===== config.mk =====
export PLATFORM = sky130hd
export DESIGN_NAME = fifo_wr_arbiter_flat
export DESIGN_NICKNAME = d
export VERILOG_FILES = /design/src/rtl/sync_fifo_pkg.sv /design/src/rtl/fifo_wr_arbiter_if.sv /design/src/rtl/rr_pick.sv /design/src/rtl/fifo_wr_arbiter.sv /design/src/flat_wrapper.sv
export SDC_FILE = /design/constraint.sdc
export NUM_CORES = 1
export LEC_CHECK = 0
export ABC_CLOCK_PERIOD_IN_PS = 1850
export CELL_PAD_IN_SITES_DETAIL_PLACEMENT = 1
export CELL_PAD_IN_SITES_GLOBAL_PLACEMENT = 2
export CORE_UTILIZATION = 18
export CTS_CLUSTER_DIAMETER = 200
export CTS_CLUSTER_SIZE = 12
export DETAILED_ROUTE_END_ITERATION = 16
export GPL_TIMING_DRIVEN = 0
export PLACE_DENSITY = 0.83
export RECOVER_POWER = 25
export SYNTH_ARGS = -nofsm -noshare
export SYNTH_HDL_FRONTEND = slang
export SYNTH_HIERARCHICAL = 1
export SYNTH_SLANG_ARGS = --single-unit

===== constraint.sdc =====
create_clock -name clk -period 1.85 [get_ports clk]
set_input_delay 0.2775 -clock clk [delete_from_list [all_inputs] [get_ports clk]]
set_output_delay 0.2775 -clock clk [all_outputs]
set_load 0.1 [all_outputs]

===== src/rtl/sync_fifo_pkg.sv =====
// Shared types and defaults for the sync-FIFO write arbiter block.
// Latency: n/a (declarations only).
// Backpressure: n/a.
//
// Contents: arbiter FSM state enum, default sizing localparams and an
// index-width helper. The helper keeps one-requester builds from producing
// zero-width vectors.
package sync_fifo_pkg;

    localparam int DEF_NREQ      = 4;
    localparam int DEF_WIDTH     = 8;
    localparam int DEF_MAX_BURST = 4;

    typedef enum logic {
        IDLE  = 1'b0,
        GRANT = 1'b1
    } arb_state_e;

    // Width of an index into n requesters, never less than one bit.
    function automatic int idx_width(input int n);
        return (n > 1) ? $clog2(n) : 1;
    endfunction

endpackage


===== src/rtl/fifo_wr_arbiter_if.sv =====
// Requester-side and FIFO-side signal bundle of the write arbiter.
// Latency: n/a (wires only).
// Backpressure: fifo_full from the FIFO stalls the accept strobe gnt.
//
// Signals:
//   req          requester write requests, level-held while data is valid
//   req_data     packed requester data, slice i at [i*WIDTH +: WIDTH]
//   gnt          one-hot accept strobe back to the requesters
//   fifo_full    full flag from the shared sync FIFO
//   fifo_w_en    write enable into the FIFO
//   fifo_data_in write data into the FIFO
//   owner_id     index of the current tenure owner
//   busy         arbiter is in a grant tenure
// Modports: master = arbiter side, slave = requesters/FIFO/bench side.
interface fifo_wr_arbiter_if
    import sync_fifo_pkg::*;
#(
    parameter int NREQ  = DEF_NREQ,
    parameter int WIDTH = DEF_WIDTH
);
    localparam int IDW = idx_width(NREQ);

    logic [NREQ-1:0]       req;
    logic [NREQ*WIDTH-1:0] req_data;
    logic [NREQ-1:0]       gnt;
    logic                  fifo_full;
    logic                  fifo_w_en;
    logic [WIDTH-1:0]      fifo_data_in;
    logic [IDW-1:0]        owner_id;
    logic                  busy;

    modport master (
        input  req,
        input  req_data,
        input  fifo_full,
        output gnt,
        output fifo_w_en,
        output fifo_data_in,
        output owner_id,
        output busy
    );

    modport slave (
        output req,
        output req_data,
        output fifo_full,
        input  gnt,
        input  fifo_w_en,
        input  fifo_data_in,
        input  owner_id,
        input  busy
    );

endinterface


===== src/rtl/rr_pick.sv =====
// Round-robin pick: first set req bit at or after (last_id+1) mod NREQ, wrapping.
// Latency: purely combinational.
// Backpressure: none; found=0 when no request is pending.
//
// Ports:
//   req     request vector
//   last_id index of the previous tenure owner (lowest priority now)
//   found   at least one request is pending
//   idx     chosen requester index (0 when found=0)
module rr_pick
    import sync_fifo_pkg::*;
#(
    parameter int NREQ = DEF_NREQ,
    parameter int IDW  = idx_width(NREQ)
) (
    input  logic [NREQ-1:0] req,
    input  logic [IDW-1:0]  last_id,
    output logic            found,
    output logic [IDW-1:0]  idx
);

    logic [IDW-1:0] cand;

    // Walk the ring from the farthest position back to the nearest so the
    // last hit, which is the one kept, is the closest to last_id+1.
    always_comb begin
        found = |req;
        idx   = '0;
        cand  = '0;
        for (int k = NREQ; k >= 1; k--) begin
            cand = IDW'((int'(last_id) + k) % NREQ);
            if (req[cand]) begin
                idx = cand;
            end
        end
    end

endmodule


===== src/rtl/fifo_wr_arbiter.sv =====
// Round-robin arbiter granting NREQ writers bursts of up to MAX_BURST writes into one sync FIFO.
// Latency: one IDLE cycle per tenure change; inside a tenure data reaches fifo_data_in combinationally.
// Backpressure: fifo_full stalls the tenure (gnt=0, burst count held) without releasing ownership.
//
// Ports:
//   clk  single clock, posedge
//   rst  synchronous active-high reset; also masks writes in the cycle it is high
//   bus  fifo_wr_arbiter_if master modport (requests, data, FIFO pins, status)
module fifo_wr_arbiter
    import sync_fifo_pkg::*;
#(
    parameter int NREQ      = DEF_NREQ,
    parameter int WIDTH     = DEF_WIDTH,
    parameter int MAX_BURST = DEF_MAX_BURST
) (
    input  logic                clk,
    input  logic                rst,
    fifo_wr_arbiter_if.master   bus
);

    localparam int IDW = idx_width(NREQ);
    localparam int CW  = $clog2(MAX_BURST + 1);

    arb_state_e     state_q, state_d;
    logic [IDW-1:0] owner_id_q, owner_id_d;
    logic [IDW-1:0] last_id_q, last_id_d;
    logic [CW-1:0]  burst_cnt_q, burst_cnt_d;

    logic           pick_found;
    logic [IDW-1:0] pick_idx;
    logic           owner_req;
    logic           accept;
    logic           last_beat;

    logic [WIDTH-1:0] slice_dat [NREQ];

    for (genvar i = 0; i < NREQ; i++) begin : g_slice
        assign slice_dat[i] = bus.req_data[i*WIDTH +: WIDTH];
    end

    rr_pick #(
        .NREQ (NREQ),
        .IDW  (IDW)
    ) u_rr_pick (
        .req     (bus.req),
        .last_id (last_id_q),
        .found   (pick_found),
        .idx     (pick_idx)
    );

    assign owner_req = bus.req[owner_id_q];

    // rst gates the strobe directly so a reset landing mid-tenure issues no
    // write in that same cycle, and fifo_full gates it so the FIFO never overflows.
    assign accept    = !rst && (state_q == GRANT) && owner_req && !bus.fifo_full;
    assign last_beat = accept && (burst_cnt_q == CW'(MAX_BURST - 1));

    // State register
    always_ff @(posedge clk) begin
        if (rst) begin
            state_q     <= IDLE;
            owner_id_q  <= '0;
            last_id_q   <= IDW'(NREQ - 1);
            burst_cnt_q <= '0;
        end else begin
            state_q     <= state_d;
            owner_id_q  <= owner_id_d;
            last_id_q   <= last_id_d;
            burst_cnt_q <= burst_cnt_d;
        end
    end

    // Next-state logic
    always_comb begin
        state_d     = state_q;
        owner_id_d  = owner_id_q;
        last_id_d   = last_id_q;
        burst_cnt_d = burst_cnt_q;
        case (state_q)
            IDLE: begin
                if (pick_found) begin
                    state_d     = GRANT;
                    owner_id_d  = pick_idx;
                    burst_cnt_d = '0;
                end
            end
            GRANT: begin
                // The count stops at MAX_BURST because the tenure ends on that
                // beat, so it cannot wrap.
                if (accept) begin
                    burst_cnt_d = burst_cnt_q + CW'(1);
                end
                // A full FIFO with the owner still requesting is a stall: stay.
                if (last_beat || !owner_req) begin
                    state_d   = IDLE;
                    last_id_d = owner_id_q;
                end
            end
            default: begin
                state_d = IDLE;
            end
        endcase
    end

    // Outputs
    always_comb begin
        bus.gnt          = accept ? (NREQ'(1) << owner_id_q) : '0;
        bus.fifo_w_en    = accept;
        bus.fifo_data_in = rst ? slice_dat[0] : slice_dat[owner_id_q];
        bus.owner_id     = owner_id_q;
        bus.busy         = !rst && (state_q == GRANT);
    end

    a_gnt_onehot0: assert property (@(posedge clk) disable iff (rst) $onehot0(bus.gnt));
    a_wen_gnt:     assert property (@(posedge clk) disable iff (rst) bus.fifo_w_en == (|bus.gnt));
    a_no_overflow: assert property (@(posedge clk) disable iff (rst) !(bus.fifo_w_en && bus.fifo_full));

endmodule


===== src/flat_wrapper.sv =====
// flat-port wrapper written by rule: the top's interface ports become plain ports
module fifo_wr_arbiter_flat import sync_fifo_pkg::*;
#(
    parameter int NREQ      = DEF_NREQ,
    parameter int WIDTH     = DEF_WIDTH,
    parameter int MAX_BURST = DEF_MAX_BURST
)
  (clk, rst, bus_req, bus_req_data, bus_fifo_full, bus_gnt, bus_fifo_w_en, bus_fifo_data_in, bus_owner_id, bus_busy);
  fifo_wr_arbiter_if #(.NREQ(NREQ), .WIDTH(WIDTH)) bus_i ();
  input  logic clk;
  input  logic rst;
  input wire logic [$bits(bus_i.req)-1:0] bus_req;
  input wire logic [$bits(bus_i.req_data)-1:0] bus_req_data;
  input wire logic [$bits(bus_i.fifo_full)-1:0] bus_fifo_full;
  output wire logic [$bits(bus_i.gnt)-1:0] bus_gnt;
  output wire logic [$bits(bus_i.fifo_w_en)-1:0] bus_fifo_w_en;
  output wire logic [$bits(bus_i.fifo_data_in)-1:0] bus_fifo_data_in;
  output wire logic [$bits(bus_i.owner_id)-1:0] bus_owner_id;
  output wire logic [$bits(bus_i.busy)-1:0] bus_busy;
  assign bus_i.req = bus_req;
  assign bus_i.req_data = bus_req_data;
  assign bus_i.fifo_full = bus_fifo_full;
  assign bus_gnt = bus_i.gnt;
  assign bus_fifo_w_en = bus_i.fifo_w_en;
  assign bus_fifo_data_in = bus_i.fifo_data_in;
  assign bus_owner_id = bus_i.owner_id;
  assign bus_busy = bus_i.busy;
  fifo_wr_arbiter #(.NREQ(NREQ), .WIDTH(WIDTH), .MAX_BURST(MAX_BURST)) u_core (.clk(clk), .rst(rst), .bus(bus_i));
endmodule

==> impl_metrics.py, run 1 <==
metrics = {
    "run_status": {
        "status": "finished, violations left",
        "violations": "setup timing",
    },
    "final_layout": {
        "drive_above_1_share_pct": 42.2,
        "final_cell_count_no_fill": 218,
        "area_growth_syn_to_layout_pct": 125,
        "final_cell_mix": "clkdlybuf4s50_1 (32), a22oi_2 (14), buf_12 (11)",
        "insertedDiodeCount": 0,
        "mostFrequentLayoutCell": "clkdlybuf4s50_1",
        "nets": 208,
        "finalInstanceArea_mm2": 0.00189,
    },
    "power_and_ir_drop": {
        "logic_gate_share_of_total_power_pct": 63.9,
        "ir_worst_vdd_v": 0.000372,
        "internal_power_uw": 658,
        "power_per_cell_area_mw_per_mm2": 634,
        "static-leakage-power_uw": 0.000752,
        "power.share.switching_pct": 45.2,
        "netSwitchingPower_uw": 543,
        "share_of_power_burned_in_the_clock_network_pct": 19.0,
        "share_seq_of_total_power_pct": 17.1,
    },
    "setup_path": {
        "critPathSlowestCell": "dfxtp_4",
        "timing.critical_path.to_type": "output pin",
        "critical_path.max_fanout": 8,
        "setup.reg_to_reg.worst_slack_ns": 0.21,
        "crit_path_frequent_cell": "buf_8",
        "timing.critical_path.required_ns": 1.57,
        "worstPathBufferInverterCount": 3,
        "worst_path_largest_cell_delay_ns": 0.34,
        "critPathKind": "reg -> out",
        "regToRegEndpoint": "u_core/burst_cnt_q[2]",
        "timing.critical_path.cells": "buf_8 -> buf_8 -> mux2_4 -> a22oi_2 -> o21ai_4 -> buf_12",
        "crit_arrival_ns": 1.60,
        "timing.reg2reg.worst_path_depth": 5,
        "startpoint_type": "flip-flop",
        "r2r-start": "u_core/bus.owner_id[0]",
        "timing.critical_path.max_delay_family": "buffers and inverters",
    },
    "floorplan": {
        "floorplan.die.width_um": 70.4,
        "die-area_mm2": 0.00496,
        "floorplan.rows": 24,
        "io_pins": 55,
        "floorplan.core_area_mm2": 0.00441,
        "die_height_um": 70.4,
        "floorplan.initialDensity_pct": 19.1,
    },
    "clocking": {
        "worst_skew_pair.late_latency_ns": 0.23,
        "cts_root_buffer": "clkbuf_8",
        "cts_made_buffers": 3,
        "worst_setup_hold_path_clk_slew_ns": 0.04,
        "numClockSinks": 8,
        "cts.path.max_buffers": 2,
        "cts-htree-levels": 1,
        "cts_tree": "yes",
    },
    "routing": {
        "vias_cell": 4.92,
        "first_pass_iters": 3,
        "final_antenna_net_count": 0,
        "drtIter0Drc": 24,
        "routed-via-count": 1073,
        "detail_route.wl_per_cell_um": 16.8,
        "totalWireLength_mm": 3.66,
        "drc": 0,
    },
    "yosys": {
        "synthTopCellsByArea": "dfxtp_1 (19%), a22oi_1 (13%), mux2_1 (11%)",
        "synth_top_area_share_pct": 19.0,
        "postSynthAreaPerCell_um2": 8.18,
        "netlist_instances": 103,
        "synth.ff_latch_count": 8,
        "synth_top_area_cell": "dfxtp_1",
        "synthDistinctLibCells": 32,
        "part_of_the_yosys_area_used_for_sequential_elements_pct": 19.0,
        "synth.yosys.warnings": 6,
        "syn_nets": 144,
        "synthesis.area_um2": 842,
    },
    "hold_path": {
        "hold_path_end": "u_core/last_id_q[0]",
        "min-delay-start": "rst",
        "hold_path_class": "in -> reg",
        "min_path_cells": 3,
    },
    "timing": {
        "rsz0062_at_grt": "yes",
        "skew_ns": 0.000800,
        "timing.max_slew.rel_slack_pct": 36.5,
        "whs_ns": 0.415,
        "timing.final.crit_period_ns": 1.88,
        "fmaxAchievable_ghz": 0.532,
        "timing_worst_slew_pin_value_ns": 0.957,
        "final-hold-violation-count": 0,
        "report.final.setup_viol": 4,
        "layout_worst_path_cycle_share_pct": 102,
        "final_critical_path_setup_slack_ns": -0.0285,
        "timing.final.max_slew_violations": 0,
    },
    "place": {
        "port_buffers": 53,
        "place.gp.congestion": 0.743,
        "dp_hpwl_mm": 2.68,
        "cell_count_after_placement": 208,
        "post_place_cell_area_mm2": 0.00159,
        "detailedPlace.worstSlack_ns": -1.15,
    },
    "grt": {
        "grt_first_pass_wirelength_mm": 5.93,
        "grtUsageTotal_pct": 15.0,
        "globalRoute.totalOverflow": 0,
        "antenna_violations_before_repair": 0,
        "first_global_vias": 1215,
        "grt_max_degree": 11,
    },
    "run": {
        "max_cap_violations": 0,
    },
}
[through the flow]
| stage | util [%] | power (uW) | setup TNS, ns |
|---|---|---|---|
| 6_report | 42.9 | 1200 | -0.0702 |
| 2_1_floorplan | - | 660 | -2.50 |
| 5_1_grt | 42.9 | 1260 | -0.410 |
| 3_5_place_dp | 35.9 | 850 | -12.17 |
| 4_1_cts | 42.1 | 1190 | -0.218 |
| 3_3_place_gp | 35.9 | 840 | -11.89 |
[Yosys cell counts, drive strengths merged]
library cell  instances
nor3b                 1
nor2                  8
nand2b                6
buf                   5
nand2                 6
nand3                 3
nor2b                 2
a2bb2oi               1
mux2                  8
mux2i                 6
clkbuf                2
a21boi                2
o221ai                2
mux4                  1
nor3                  2
a21oi                 4
a31oi                 1
a22oi                15
dfxtp                 8
and3                  1
and2b                 2
o21ai                 8
inv                   6
ha                    2
a41o                  1
[how the worst max path moves through the flow]
stage | start | endpoint | slack (ns) | depth (start not counted)
6_report | u_core/bus.owner_id[1] | bus_fifo_data_in[1] | -0.03 | 6
5_1_grt | u_core/bus.owner_id[1] | bus_fifo_data_in[1] | -0.07 | 6
4_1_cts | bus_fifo_full | bus_gnt[1] | -0.04 | 5
3_5_place_dp | bus_req[1] | bus_gnt[0] | -1.15 | 5
3_3_place_gp | bus_req[1] | bus_gnt[0] | -1.11 | 5
2_1_floorplan | u_core/bus.owner_id[1] | bus_gnt[0] | -0.27 | 4
[power groups by stage]
stage                     logic (uW)  registers, uW  clock network, uW
final                            768            205                228
after global routing             802            208                246
after CTS                        761            205                228
after detailed placement         641            209                  0
after global placement           632            207                  0
after floorplan                  426            234                  0
[timing repair]
| action | in CTS | in global routing |
|---|---|---|
| gates resized for setup | 141 | 9 |
| setup endpoints to repair | 16 | 13 |
| buffers inserted | 6 | 1 |
| hold buffers | 0 | 0 |
| pin swaps | 4 | 10 |
[worst register-to-register path, stage by stage, from the launching register on]
cell and delay [ns]:
dfxtp_4 0.38, mux4_2 0.57, nand2_4 0.16, buf_4 0.12
buf_4 0.11, mux2i_1 0.21
[metal layers]
layer  vias to the layer above  part of all wire, %  global-route usage [%]
met5                         -                    0                       0
met1                       508                   37                    15.9
li1                        507                    -                       -
met3                         4                   11                    5.92
met4                         0                 0.82                    3.33
met2                        54                   52                    27.6
[flip-flops by register name (all words and copies together) (netlist names)]
name and cells:
u_core/burst_cnt_q 3, u_core/last_id_q 2, u_core/state_q 1, u_core/bus.owner_id 2
[cell families after synthesis]
logic type	after synthesis	share of synthesized area, %
adder cells (fa/ha/maj)	2	2.97
buffers and inverters	13	8.77
AO/OA/AOI/OAI	34	29.0
multiplexers	15	20.5
AND/OR/NAND/NOR	31	19.8
flip-flops	8	19.0
[layout make-up]
cell class	instances	area, um^2
buffer	6	56.3
clock buffer	4	45.0
fill	481	2520
inverter	6	27.5
multi-input combinational	82	837
sequential	8	168
tap	52	65.1
timing repair buffer	60	696
No activity file was read; power rests on OpenSTA's default activity.
==> run 2, diff against run 1 <==
--- a/config.mk
+++ b/config.mk
@@ -14,7 +14,6 @@
 export DETAILED_ROUTE_END_ITERATION = 16
 export GPL_TIMING_DRIVEN = 0
 export PLACE_DENSITY = 0.83
-export RECOVER_POWER = 25
 export SYNTH_ARGS = -nofsm -noshare
 export SYNTH_HDL_FRONTEND = slang
 export SYNTH_HIERARCHICAL = 1
==> constraint.sdc (replaced) <==
create_clock -name clk -period 1.85 [get_ports clk]
set_input_delay 0.37 -clock clk [delete_from_list [all_inputs] [get_ports clk]]
set_output_delay 0.37 -clock clk [all_outputs]
set_load 0.1 [all_outputs]
==> run 2 against run 1 <==
The run still ends with setup timing left. Sequential share of layout area decreased by 0.36 points. First-iteration DRC count fell by 29%. Die area unchanged. Global-route usage up 0.66 points. Count of clock-buffer cells in the layout unchanged. Non-clock buffer count rose by 5. Fmax is 3.9% lower. Hold slack better by 0.078 ns. Cell count is 2.3% higher. Sequential cell count unchanged. Critical path type unchanged. Critical endpoint is now bus_fifo_data_in[4]. Largest cell class unchanged. Highest routed layer unchanged.
==> impl_metrics.py, run 2 (synthesis gave the netlist of run 1 again) <==
metrics = {
    "run_status": {
        "status": "finished, violations left",
        "violations": "setup timing",
    },
    "timing": {
        "whs_ns": 0.493,
        "rsz0062_at_grt": "yes",
        "timing.final.max_slew_violations": 0,
        "timing_worst_slew_pin_value_ns": 0.957,
        "final_critical_path_setup_slack_ns": -0.104,
        "skew_ns": 0.00437,
        "report.final.setup_viol": 11,
        "final-hold-violation-count": 0,
        "timing.max_slew.rel_slack_pct": 36.5,
        "layout_worst_path_cycle_share_pct": 106,
        "fmaxAchievable_ghz": 0.512,
        "timing.final.crit_period_ns": 1.95,
    },
    "floorplan": {
        "die-area_mm2": 0.00496,
        "floorplan.core_area_mm2": 0.00441,
        "floorplan.die.width_um": 70.4,
        "floorplan.rows": 24,
        "floorplan.initialDensity_pct": 19.1,
        "io_pins": 55,
        "die_height_um": 70.4,
    },
    "final_layout": {
        "drive_above_1_share_pct": 50.3,
        "nFillCells": 480,
        "area_growth_syn_to_layout_pct": 136,
        "nets": 213,
        "largest_reg_flops": 3,
        "postLayoutCoreUtil_pct": 45.1,
        "finalInstanceArea_mm2": 0.00199,
        "largest-register": "u_core/burst_cnt_q",
        "insertedDiodeCount": 0,
        "mostFrequentLayoutCell": "clkdlybuf4s50_1",
        "multiInputGateArea_um2": 868,
        "area.sequential_um2": 169,
        "final_cell_mix": "clkdlybuf4s50_1 (32), a22oi_2 (15), buf_12 (12)",
    },
    "grt": {
        "grt_max_degree": 11,
        "grtUsageTotal_pct": 15.7,
        "antenna_violations_before_repair": 0,
        "globalRoute.totalOverflow": 0,
        "first_global_vias": 1240,
        "grt_first_pass_wirelength_mm": 6.15,
    },
    "clocking": {
        "holdBufCountCts": 0,
        "worst_setup_hold_path_clk_slew_ns": 0.04,
        "worst_skew_pair.late_latency_ns": 0.23,
        "cts-htree-levels": 1,
        "numClockSinks": 8,
        "cts_made_buffers": 3,
        "cts_tree": "yes",
        "cts_root_buffer": "clkbuf_8",
        "cts.path.max_buffers": 2,
    },
    "power_and_ir_drop": {
        "totalPowerFinal_uw": 1230,
        "static-leakage-power_uw": 0.000791,
        "power_per_cell_area_mw_per_mm2": 620,
        "ir_worst_vdd_v": 0.000384,
    },
    "routing": {
        "routed-via-count": 1094,
        "drc": 0,
        "first_pass_iters": 4,
        "drtIter0Drc": 17,
        "totalWireLength_mm": 3.60,
        "vias_cell": 4.91,
        "final_antenna_net_count": 0,
        "detail_route.wl_per_cell_um": 16.1,
    },
    "place": {
        "place.gp.congestion": 0.743,
        "post_place_cell_area_mm2": 0.00159,
        "dp_hpwl_mm": 2.68,
        "port_buffers": 53,
    },
    "setup_path": {
        "critPathKind": "reg -> out",
        "timing.critical_path.to_type": "output pin",
        "timing.critical_path.required_ns": 1.48,
        "critical_path.max_fanout": 6,
        "crit_arrival_ns": 1.58,
        "setup.reg_to_reg.worst_slack_ns": 0.13,
        "startpoint_type": "flip-flop",
    },
    "run": {
        "max_cap_violations": 0,
    },
    "hold_path": {
        "hold_path_class": "in -> reg",
    },
}
[run 2: through the flow]
stage | cells | worst slack, ns | TNS (ns)
floorplan | 103 | -0.364 | -3.65
global placement | 208 | -1.30 | -14.05
detailed placement | 208 | -1.33 | -14.37
CTS | 221 | -0.123 | -1.04
global route | 223 | -0.170 | -1.54
finish | 223 | -0.104 | -0.932
[run 2: critical path, cell delays in order, from the launching register on]
cell and delay (ns):
dfxtp_4 0.34, buf_8 0.13, buf_6 0.12, mux2_4 0.29, a22oi_2 0.20, o21ai_4 0.10
buf_12 0.17
[run 2: power by group]
| part | total, uW | internal (uW) | switching, uW |
|---|---|---|---|
| logic | 808 | 353 | 455 |
| clock network | 221 | 150 | 71.6 |
| registers | 205 | 187 | 18.2 |
[run 2: worst paths after layout]
check                         start                     to  cells after the start
min reg2reg   u_core/burst_cnt_q[0]  u_core/burst_cnt_q[0]                      1
max reg2reg  u_core/bus.owner_id[1]  u_core/burst_cnt_q[1]                      8
max          u_core/bus.owner_id[1]    bus_fifo_data_in[4]                      6
min                             rst    u_core/last_id_q[0]                      3
[run 2: cell type report]
cell class	instances	area share (%)
plain buffers	6	3.58
clock buffers	4	2.26
inverters	6	1.38
multi-input cells	82	43.6
flip-flops and latches	8	8.49
well taps	52	3.27
repair buffers	65	37.4
[run 2: routing by layer]
metal	global-route usage (%)	up-vias	share of wire [%]
met5	0	-	0
met3	5.77	4	10
met4	3.33	0	0.83
met1	16.9	514	38
met2	28.8	54	51
li1	-	522	-
[run 2: timing repair]
action / in CTS / in global routing
buffers inserted: 10 / 2
setup endpoints to repair: 16 / 14
cloned: 0 / 0
pin swaps: 17 / 4
gates resized for setup: 162 / 7
